**src/rtl/lpddr3_dqs_delay_trainer.sv**
```systemverilog
// DQS read-capture centring controller: walks the IOD delay line one tap at a time
// under eye-monitor EARLY/LATE guidance until CENTER_HITS clean decisions are seen.
module lpddr3_dqs_delay_trainer #(
  parameter int unsigned TAP_W       = 8,
  parameter int unsigned LOAD_TAP    = 1,
  parameter int unsigned MAX_TAP     = 255,
  parameter int unsigned SETTLE_CYC  = 8,
  parameter int unsigned SAMPLE_CYC  = 16,
  parameter int unsigned MOVE_GAP    = 4,
  parameter int unsigned CENTER_HITS = 3,
  parameter int unsigned MAX_ITER    = 512,
  localparam int unsigned STEP_W     = $clog2(MAX_ITER + 1)
) (
  input  logic              FAB_CLK,
  input  logic              SYNC_RST,
  input  logic              START,
  input  logic              EYE_MONITOR_EARLY,
  input  logic              EYE_MONITOR_LATE,
  input  logic              DELAY_LINE_OUT_OF_RANGE,
  output logic              DELAY_LINE_LOAD,
  output logic              DELAY_LINE_MOVE,
  output logic              DELAY_LINE_DIRECTION,
  output logic              EYE_MONITOR_CLEAR_FLAGS,
  output logic              BUSY,
  output logic              DONE,
  output logic              FAIL,
  output logic [TAP_W-1:0]  TAP_POS,
  output logic [STEP_W-1:0] STEP_CNT
);

  // One shared down-counter covers settle, sample and the move-pulse-plus-gap window.
  localparam int unsigned CNT_MAX_A = (SETTLE_CYC > SAMPLE_CYC) ? SETTLE_CYC : SAMPLE_CYC;
  localparam int unsigned CNT_MAX   = (CNT_MAX_A > MOVE_GAP + 1) ? CNT_MAX_A : MOVE_GAP + 1;
  localparam int unsigned CNT_W     = $clog2(CNT_MAX);
  localparam int unsigned HIT_W     = $clog2(CENTER_HITS + 1);

  typedef enum logic [3:0] {
    IDLE, LOAD, CLEAR, SETTLE, SAMPLE, DECIDE, STEP, GAP, DONE_S, FAIL_S
  } state_t;

  state_t              state, state_n;
  logic [CNT_W-1:0]    cnt, cnt_n;
  logic [HIT_W-1:0]    hits, hits_n;
  logic                acc_e, acc_e_n, acc_l, acc_l_n;
  logic                dir_n, move_n, busy_s, busy_n;
  logic [TAP_W-1:0]    tap_n;
  logic [STEP_W-1:0]   step_n, step_inc;

  assign busy_s = (state != IDLE) && (state != DONE_S) && (state != FAIL_S);

  always_ff @(posedge FAB_CLK) begin
    if (SYNC_RST) begin
      state                   <= IDLE;
      cnt                     <= '0;
      hits                    <= '0;
      acc_e                   <= 1'b0;
      acc_l                   <= 1'b0;
      DELAY_LINE_LOAD         <= 1'b0;
      DELAY_LINE_MOVE         <= 1'b0;
      DELAY_LINE_DIRECTION    <= 1'b0;
      EYE_MONITOR_CLEAR_FLAGS <= 1'b0;
      BUSY                    <= 1'b0;
      DONE                    <= 1'b0;
      FAIL                    <= 1'b0;
      TAP_POS                 <= TAP_W'(LOAD_TAP);
      STEP_CNT                <= '0;
    end else begin
      state                   <= state_n;
      cnt                     <= cnt_n;
      hits                    <= hits_n;
      acc_e                   <= acc_e_n;
      acc_l                   <= acc_l_n;
      DELAY_LINE_LOAD         <= (state_n == LOAD);
      DELAY_LINE_MOVE         <= move_n;
      DELAY_LINE_DIRECTION    <= dir_n;
      EYE_MONITOR_CLEAR_FLAGS <= (state_n == CLEAR);
      BUSY                    <= busy_n;
      DONE                    <= (state_n == DONE_S);
      FAIL                    <= (state_n == FAIL_S);
      TAP_POS                 <= tap_n;
      STEP_CNT                <= step_n;
    end
  end

  always_comb begin
    state_n  = state;
    cnt_n    = cnt;
    hits_n   = hits;
    acc_e_n  = acc_e;
    acc_l_n  = acc_l;
    dir_n    = DELAY_LINE_DIRECTION;
    move_n   = 1'b0;
    tap_n    = TAP_POS;
    step_n   = STEP_CNT;
    step_inc = (STEP_CNT == STEP_W'(MAX_ITER)) ? STEP_CNT : STEP_CNT + STEP_W'(1);

    unique case (state)
      IDLE, DONE_S, FAIL_S: begin
        if (START) begin
          state_n = LOAD;
          tap_n   = TAP_W'(LOAD_TAP);
          step_n  = '0;
          hits_n  = '0;
        end
      end
      LOAD: state_n = CLEAR;
      CLEAR: begin
        acc_e_n = 1'b0;
        acc_l_n = 1'b0;
        cnt_n   = CNT_W'(SETTLE_CYC - 1);
        state_n = SETTLE;
      end
      SETTLE: begin
        if (cnt == '0) begin
          cnt_n   = CNT_W'(SAMPLE_CYC - 1);
          state_n = SAMPLE;
        end else begin
          cnt_n = cnt - CNT_W'(1);
        end
      end
      SAMPLE: begin
        acc_e_n = acc_e | EYE_MONITOR_EARLY;
        acc_l_n = acc_l | EYE_MONITOR_LATE;
        if (cnt == '0) state_n = DECIDE;
        else           cnt_n   = cnt - CNT_W'(1);
      end
      DECIDE: begin
        step_n = step_inc;
        if (!acc_e && !acc_l) begin
          hits_n  = hits + HIT_W'(1);
          state_n = (hits == HIT_W'(CENTER_HITS - 1)) ? DONE_S : CLEAR;
        end else begin
          hits_n = '0;
          if (acc_e ^ acc_l) begin
            dir_n   = acc_e;
            state_n = STEP;
          end else begin
            state_n = CLEAR;
          end
        end
        // Iteration limit loses only to a successful centre.
        if (state_n != DONE_S && step_inc == STEP_W'(MAX_ITER)) state_n = FAIL_S;
      end
      STEP: begin
        if ((DELAY_LINE_DIRECTION && TAP_POS == TAP_W'(MAX_TAP)) ||
            (!DELAY_LINE_DIRECTION && TAP_POS == '0)) begin
          state_n = FAIL_S;
        end else begin
          move_n  = 1'b1;
          tap_n   = DELAY_LINE_DIRECTION ? TAP_POS + TAP_W'(1) : TAP_POS - TAP_W'(1);
          cnt_n   = CNT_W'(MOVE_GAP);
          state_n = GAP;
        end
      end
      GAP: begin
        if (cnt == '0) state_n = CLEAR;
        else           cnt_n   = cnt - CNT_W'(1);
      end
      default: state_n = IDLE;
    endcase

    // Delay-line limit aborts the run from any active state, freezing the readout.
    if (busy_s && DELAY_LINE_OUT_OF_RANGE) begin
      state_n = FAIL_S;
      move_n  = 1'b0;
      tap_n   = TAP_POS;
      step_n  = STEP_CNT;
      dir_n   = DELAY_LINE_DIRECTION;
    end

    busy_n = (state_n != IDLE) && (state_n != DONE_S) && (state_n != FAIL_S);
  end

endmodule
```
**config.mk**
```make
export PLATFORM = sky130hd
export DESIGN_NAME = lpddr3_dqs_delay_trainer
export DESIGN_NICKNAME = d
export VERILOG_FILES = /design/src/rtl/lpddr3_dqs_delay_trainer.sv
export SDC_FILE = /design/constraint.sdc
export NUM_CORES = 1
export LEC_CHECK = 0
export CAP_MARGIN = 20
export CELL_PAD_IN_SITES_DETAIL_PLACEMENT = 1
export CELL_PAD_IN_SITES_GLOBAL_PLACEMENT = 2
export CORE_MARGIN = 2
export CORE_UTILIZATION = 35
export CTS_BUF_LIST = sky130_fd_sc_hd__clkbuf_16
export DETAILED_ROUTE_END_ITERATION = 8
export GPL_ROUTABILITY_DRIVEN = 0
export HOLD_SLACK_MARGIN = 0.15
export PLACE_DENSITY_LB_ADDON = 0.2
export SYNTH_ARGS = -nofsm -noshare
export SYNTH_HDL_FRONTEND = slang
export SYNTH_SLANG_ARGS = --single-unit
```
**constraint.sdc**
```tcl
create_clock -name FAB_CLK -period 4.3 [get_ports FAB_CLK]
set_clock_uncertainty 0.1 [all_clocks]
set_input_delay 0.86 -clock FAB_CLK [delete_from_list [all_inputs] [get_ports FAB_CLK]]
set_output_delay 0.86 -clock FAB_CLK [all_outputs]
set_load 0.1 [all_outputs]
```
==> flow_summary_export.csv, run 1 <==
group,metric,value,unit
worst_setup_path,crit_fanout,13,
worst_setup_path,start_kind,"flip-flop",
final_layout,fin_util,0.4353,
worst_setup_path,crit_required,3340,ps
cts,cts_tree,"built",
power,finalPower,862.0,uW
grt,track_usage,0.1904,
power,clkPwrFrac,0.415,
hold_path,min_path_type,"reg -> reg",
logic_synthesis,ys_ff_latch,37,
logic_synthesis,synth.distinct_cells,60,
final_layout,final.fill_count,855,
logic_synthesis,syn-num-nets,350,
logic_synthesis,synth.cell_area,2501,um2
logic_synthesis,synth_top_area_frac,0.2961,
power,power.leakage,1.042,nW
logic_synthesis,async_reset_ff_frac,0,
cts,clkLatencyLatePin,280,ps
floorplanning,placementRows,30,
worst_setup_path,critPathCapture,"STEP_CNT[6]",
placed_design,hpwlAfterDp,5064,um
power,intPower,612.0,uW
power,p_seq_frac,0.425,
power,p_comb_frac,0.160,
final_layout,drive_above_1_share,0.05143,
floorplanning,fp.dieH,88.54,um
logic_synthesis,yosys-top-cells-area,"dfxtp_1 (30%), a21oi_1 (5.8%), nor2_1 (5.7%), ha_1 (5.5%), nand3_1 (3.6%)",
logic_synthesis,yosysTopAreaCell,"dfxtp_1",
cts,cts_hold_buffers,0,
logic_synthesis,synth_edf_count,0,
drt,via_per_inst,5.594,
cts,cts_sinks,37,
cts,postCtsSetupBuffers,0,
floorplanning,pin_count,31,
cts,cts_buffers,5,
timing,tns,0,ps
worst_setup_path,endpoint_kind,"primary output",
drt,drc,0,
drt,drt-pass1-iter-count,4,
cts,cts_root_buffer,"clkbuf_16",
worst_setup_path,cp_top_family,"buffers and inverters",
power,p_per_area,288.2,nW/um2
worst_setup_path,critPathMaxStageDelay,1210,ps
timing,tightest_slew,971.1,ps
worst_setup_path,rr_worst_depth,6,
grt,grt_first_pass_wirelength,11900,um
final_layout,layout_common_cells,"nor2_1 (38), dfxtp_1 (37), clkdlybuf4s50_1 (30)",
drt,route.vias.total,2495,
final_layout,area_growth_syn_to_layout,19.56,%
final_layout,final_common_cell,"nor2_1",
grt,antenna_found_initial,0,
floorplanning,core_area,6869,um2
worst_setup_path,timing_worst_setup_path_type,"reg -> out",
grt,grt_max_degree,24,
grt,grt-ovfl-total,0,
worst_setup_path,r2r_setup_slack,1510,ps
timing,fin_crit,3017,ps
timing,setup_viol,0,
floorplanning,start_util,0.3641,
power,p_sw_frac,0.2900,
timing,finalHoldViolations,0,
logic_synthesis,synthCells,332,
cts,clock_path_buffers,2,
worst_setup_path,path_buf_inv,1,
worst_setup_path,crit_slowest_cell,"clkdlybuf4s50_1",
timing,post-route-period-util,0.7017,
flow_run,max-cap-violations,0,
outcome,status,"complete, no violations",
drt,ant_nets,0,
logic_synthesis,syn-mean-instance-area,7.534,um2
cts,cts_max_level,2,
drt,drt-wirelength-per-cell,15.26,um
grt,grt_pass1_vias,2485,
timing,slew_headroom,0.3505,
worst_setup_path,reg2reg_to,"TAP_POS[4]$_SDFFE_PP0P_",
floorplanning,die_x,88.54,um
logic_synthesis,synth_top_flop_cell,"dfxtp_1",
final_layout,nets,367,
floorplanning,die_area,7838,um2
timing,max_freq,331.4,MHz
final_layout,antenna_cells,0,
drt,routed_wl,6806,um
timing,slew_viol_final,0,
logic_synthesis,ys_warn_count,0,
placed_design,numPortBuffers,30,
logic_synthesis,seq_area_frac_synth,0.2961,
drt,drt_iter0_drc,128,
worst_setup_path,cp.depth,1,
cts,clkSlewWorstSetupHoldPaths,60,ps
worst_setup_path,startpoint,"STEP_CNT[6]$_SDFFE_PP0P_",
cts,ctsResizeCount,0,
power,max-vdd-ir-drop,135.0,uV
timing,grt_setup_unrepaired,"no",
power,p_switching,250.0,uW
worst_setup_path,path_cells,"clkdlybuf4s50_1",
worst_setup_path,arrival,2060,ps
worst_setup_path,timing.rr.start,"state[1]$_SDFF_PP0_",
-- cell families (layout without fill, tap and decap cells) --
group / count (synthesis) / count (layout) / share of synthesized area
buf+inv: 40 / 58 / 0.06253
mux: 3 / 3 / 0.01251
simple gates: 147 / 147 / 0.3147
flops: 37 / 37 / 0.2961
compound gates: 85 / 85 / 0.2231
fa+ha+maj: 12 / 12 / 0.06303
xor+xnor: 8 / 8 / 0.02802
-- synth_stat cells, drive strengths merged (4+ instances only) --
library cell	number
buf	6
nor3	11
nand2b	11
nand2	22
nand3	18
o21ai	12
inv	18
xnor2	7
ha	11
nor2b	4
a21oi	29
dfxtp	37
clkbuf	16
a31oi	7
and3	6
nor4	4
a211oi	4
nor2	38
or3	5
nand4	4
-- final cells by class --
cell class,count,area (um2),area share
multi-input combinational,255,1604,0.5364
sequential,37,740.7,0.2477
timing repair buffer,32,315.3,0.1054
clock buffer,5,125.1,0.04184
tap,96,120.1,0.04017
inverter,18,67.56,0.02259
clock inverter,3,17.52,0.005858
-- worst min-delay path by stage --
stage / endpoint / slack [ps] / start / cells past startpoint
final: cnt[1]$_SDFFE_PP0P_ / 370 / cnt[1]$_SDFFE_PP0P_ / 2
after detailed placement: cnt[1]$_SDFFE_PP0P_ / 370 / cnt[1]$_SDFFE_PP0P_ / 2
after global placement: cnt[1]$_SDFFE_PP0P_ / 360 / cnt[1]$_SDFFE_PP0P_ / 2
after CTS: cnt[1]$_SDFFE_PP0P_ / 380 / cnt[1]$_SDFFE_PP0P_ / 2
after floorplan: cnt[1]$_SDFFE_PP0P_ / 340 / cnt[1]$_SDFFE_PP0P_ / 2
after global routing: cnt[1]$_SDFFE_PP0P_ / 410 / cnt[1]$_SDFFE_PP0P_ / 2
-- flip-flops by register name, summed over array words and instances (netlist names), 2 cells and up --
name,flops
STEP_CNT,10
TAP_POS,8
cnt,4
hits,2
state,4
-- worst register-to-register path, stage by stage (launching register included) --
cell      delay, ps
dfxtp_1         680
nand2b_1        220
or3b_2          560
or4_1           670
and3_1          290
a21oi_1         110
nor2_1           50
-- stage by stage --
step	worst slack (ps)	cell area (um2)	hold WS [ps]	instances
floorplan	1375	2501	345.0	332
global placement	1136	2848	355.1	438
detailed placement	1040	2848	370.7	438
CTS	1278	2990	377.4	446
global route	1108	2990	410.7	446
finish	1283	2990	370.9	446
-- power groups by stage --
stage / Sequential (mW) / Clock [mW] / Combinational [mW]
2_1_floorplan: 0.395 / 0 / 0.0827
3_3_place_gp: 0.373 / 0 / 0.135
3_5_place_dp: 0.374 / 0 / 0.137
4_1_cts: 0.366 / 0.368 / 0.138
5_1_grt: 0.368 / 0.382 / 0.151
6_report: 0.366 / 0.358 / 0.138
-- metal layers --
metal	routed length, um	GRT usage
met3	171	0.02985
met2	3135	0.3124
met1	3423	0.2617
met5	0	0
met4	75	0.04959
No activity file was read; power rests on OpenSTA's default activity.
==> run 2: changes to the inputs <==
--- a/config.mk
+++ b/config.mk
@@ -9,7 +9,7 @@
 export CELL_PAD_IN_SITES_DETAIL_PLACEMENT = 1
 export CELL_PAD_IN_SITES_GLOBAL_PLACEMENT = 2
 export CORE_MARGIN = 2
-export CORE_UTILIZATION = 35
+export CORE_UTILIZATION = 32
 export CTS_BUF_LIST = sky130_fd_sc_hd__clkbuf_16
 export DETAILED_ROUTE_END_ITERATION = 8
 export GPL_ROUTABILITY_DRIVEN = 0
==> constraint.sdc (replaced) <==
create_clock -name FAB_CLK -period 3.1 [get_ports FAB_CLK]
set_clock_uncertainty 0.1 [all_clocks]
set_input_delay 0.62 -clock FAB_CLK [delete_from_list [all_inputs] [get_ports FAB_CLK]]
set_output_delay 0.62 -clock FAB_CLK [all_outputs]
set_load 0.1 [all_outputs]
==> run 2 against run 1 <==
  * Critical endpoint is now FAIL$_SDFF_PP0_
  * Largest power group unchanged
  * Sequential power rose by 37%
  * Non-clock buffer count increased by 11
  * Clock power rose by 37%
==> flow_summary_export.csv, run 2 (synthesis results as in run 1) <==
group,metric,value,unit
power,clkPwrFrac,0.410,
worst_setup_path,arrival,2490,ps
floorplanning,core_area,7647,um2
cts,cts_hold_buffers,0,
grt,grt_max_degree,22,
floorplanning,pin_count,31,
power,intPower,851.6,uW
final_layout,nets,378,
cts,cts_tree,"built",
final_layout,largest_register_ffs,10,
worst_setup_path,timing_worst_setup_path_type,"reg -> reg",
cts,cts_sinks,37,
hold_path,min_path_type,"reg -> reg",
worst_setup_path,crit_fanout,9,
floorplanning,fp.dieH,92.41,um
grt,grt_first_pass_wirelength,12560,um
drt,via_per_inst,5.409,
timing,setup_viol,0,
worst_setup_path,endpoint_kind,"flip-flop",
final_layout,final.fill_count,965,
timing,finalHoldViolations,0,
drt,drc,0,
power,p_per_area,396.9,nW/um2
power,p_sw_frac,0.2879,
floorplanning,die_area,8540,um2
drt,drt-wirelength-per-cell,15.74,um
drt,drt-pass1-iter-count,4,
timing,grt_setup_unrepaired,"no",
worst_setup_path,crit_required,3150,ps
final_layout,largestRegisters,"STEP_CNT x10, TAP_POS x8",
timing,post-route-period-util,0.7865,
cts,clkSlewWorstSetupHoldPaths,60,ps
grt,grt-ovfl-total,0,
grt,track_usage,0.1795,
final_layout,largest_register,"STEP_CNT",
flow_run,max-cap-violations,0,
placed_design,numPortBuffers,30,
cts,cts_max_level,2,
final_layout,area_growth_syn_to_layout,20.46,%
final_layout,drive_above_1_share,0.1444,
final_layout,multi_input_area,1604,um2
final_layout,antenna_cells,0,
power,p_comb_frac,0.171,
drt,ant_nets,0,
floorplanning,placementRows,32,
drt,routed_wl,7274,um
cts,cts_buffers,5,
worst_setup_path,start_kind,"flip-flop",
timing,tns,0,ps
grt,grt_pass1_vias,2523,
drt,drt_iter0_drc,73,
final_layout,regArea,740.7,um2
power,p_seq_frac,0.419,
cts,clkLatencyLatePin,280,ps
power,power.leakage,1.148,nW
timing,slew_viol_final,0,
timing,tightest_slew,517.0,ps
floorplanning,die_x,92.41,um
drt,route.vias.total,2499,
cts,postCtsSetupBuffers,0,
cts,clock_path_buffers,2,
timing,fin_worst_hold_slack,380.8,ps
timing,fin_crit,2438,ps
timing,max_freq,410.1,MHz
outcome,status,"complete, no violations",
power,max-vdd-ir-drop,227.9,uV
power,p_switching,344.3,uW
grt,antenna_found_initial,0,
floorplanning,start_util,0.3271,
final_layout,layout_common_cells,"nor2_1 (38), buf_4 (38), dfxtp_1 (37)",
timing,slew_headroom,0.6527,
cts,cts_root_buffer,"clkbuf_16",
placed_design,hpwlAfterDp,5515,um
cts,ctsResizeCount,0,
## run 2: power by group through the flow
stage	combinational, mW	clock, mW	sequential [mW]
after global placement	0.205	0	0.511
final	0.205	0.490	0.501
after detailed placement	0.207	0	0.512
after floorplan	0.115	0	0.548
after global routing	0.227	0.516	0.503
after CTS	0.208	0.499	0.501
## run 2: cell type report
type                    count  area share
repair buffers             43      0.1113
clock buffers               5     0.04153
flip-flops and latches     37      0.2458
inverters                  18     0.02243
well taps                 102     0.04236
clock inverters             2    0.004153
multi-input cells         255      0.5324
## run 2: per-stage QoR
stage / cells / utilization / power, mW / area (um2) / worst slack (ps)
floorplan: 332 / - / 0.6626 / 2501 / 175.5
CTS: 462 / 0.3940 / 1.208 / 3013 / 657.6
global route: 462 / 0.3940 / 1.246 / 3013 / 490.3
detailed placement: 455 / 0.3760 / 0.7184 / 2875 / 507.6
global placement: 455 / 0.3760 / 0.7151 / 2875 / 576.0
finish: 462 / 0.3940 / 1.196 / 3013 / 661.8
## run 2: layer usage
metal / part of all wire / global-route usage / wire length (um)
met1: 0.48 / 0.2423 / 3516
met2: 0.48 / 0.3084 / 3511
met3: 0.026 / 0.02360 / 191
met4: 0.0073 / 0.03358 / 53
met5: 0 / 0 / 0
## run 2: worst max-delay path: stages (launching register included)
cell	delay, ps
dfxtp_1	380
or3_1	450
o31a_1	320
or2_0	200
o2111a_2	280
o32a_1	400
nor4b_2	170
## run 2: worst paths after layout
| check | start | to | slack [ps] | depth (start not counted) |
|---|---|---|---|---|
| worst max-delay path | STEP_CNT[4]$_SDFFE_PP0P_ | FAIL$_SDFF_PP0_ | 660 | 6 |
| worst min-delay path | cnt[1]$_SDFFE_PP0P_ | cnt[1]$_SDFFE_PP0P_ | 380 | 2 |
| worst max register to register | STEP_CNT[4]$_SDFFE_PP0P_ | FAIL$_SDFF_PP0_ | 660 | 6 |
| worst min register to register | cnt[1]$_SDFFE_PP0P_ | cnt[1]$_SDFFE_PP0P_ | 380 | 2 |
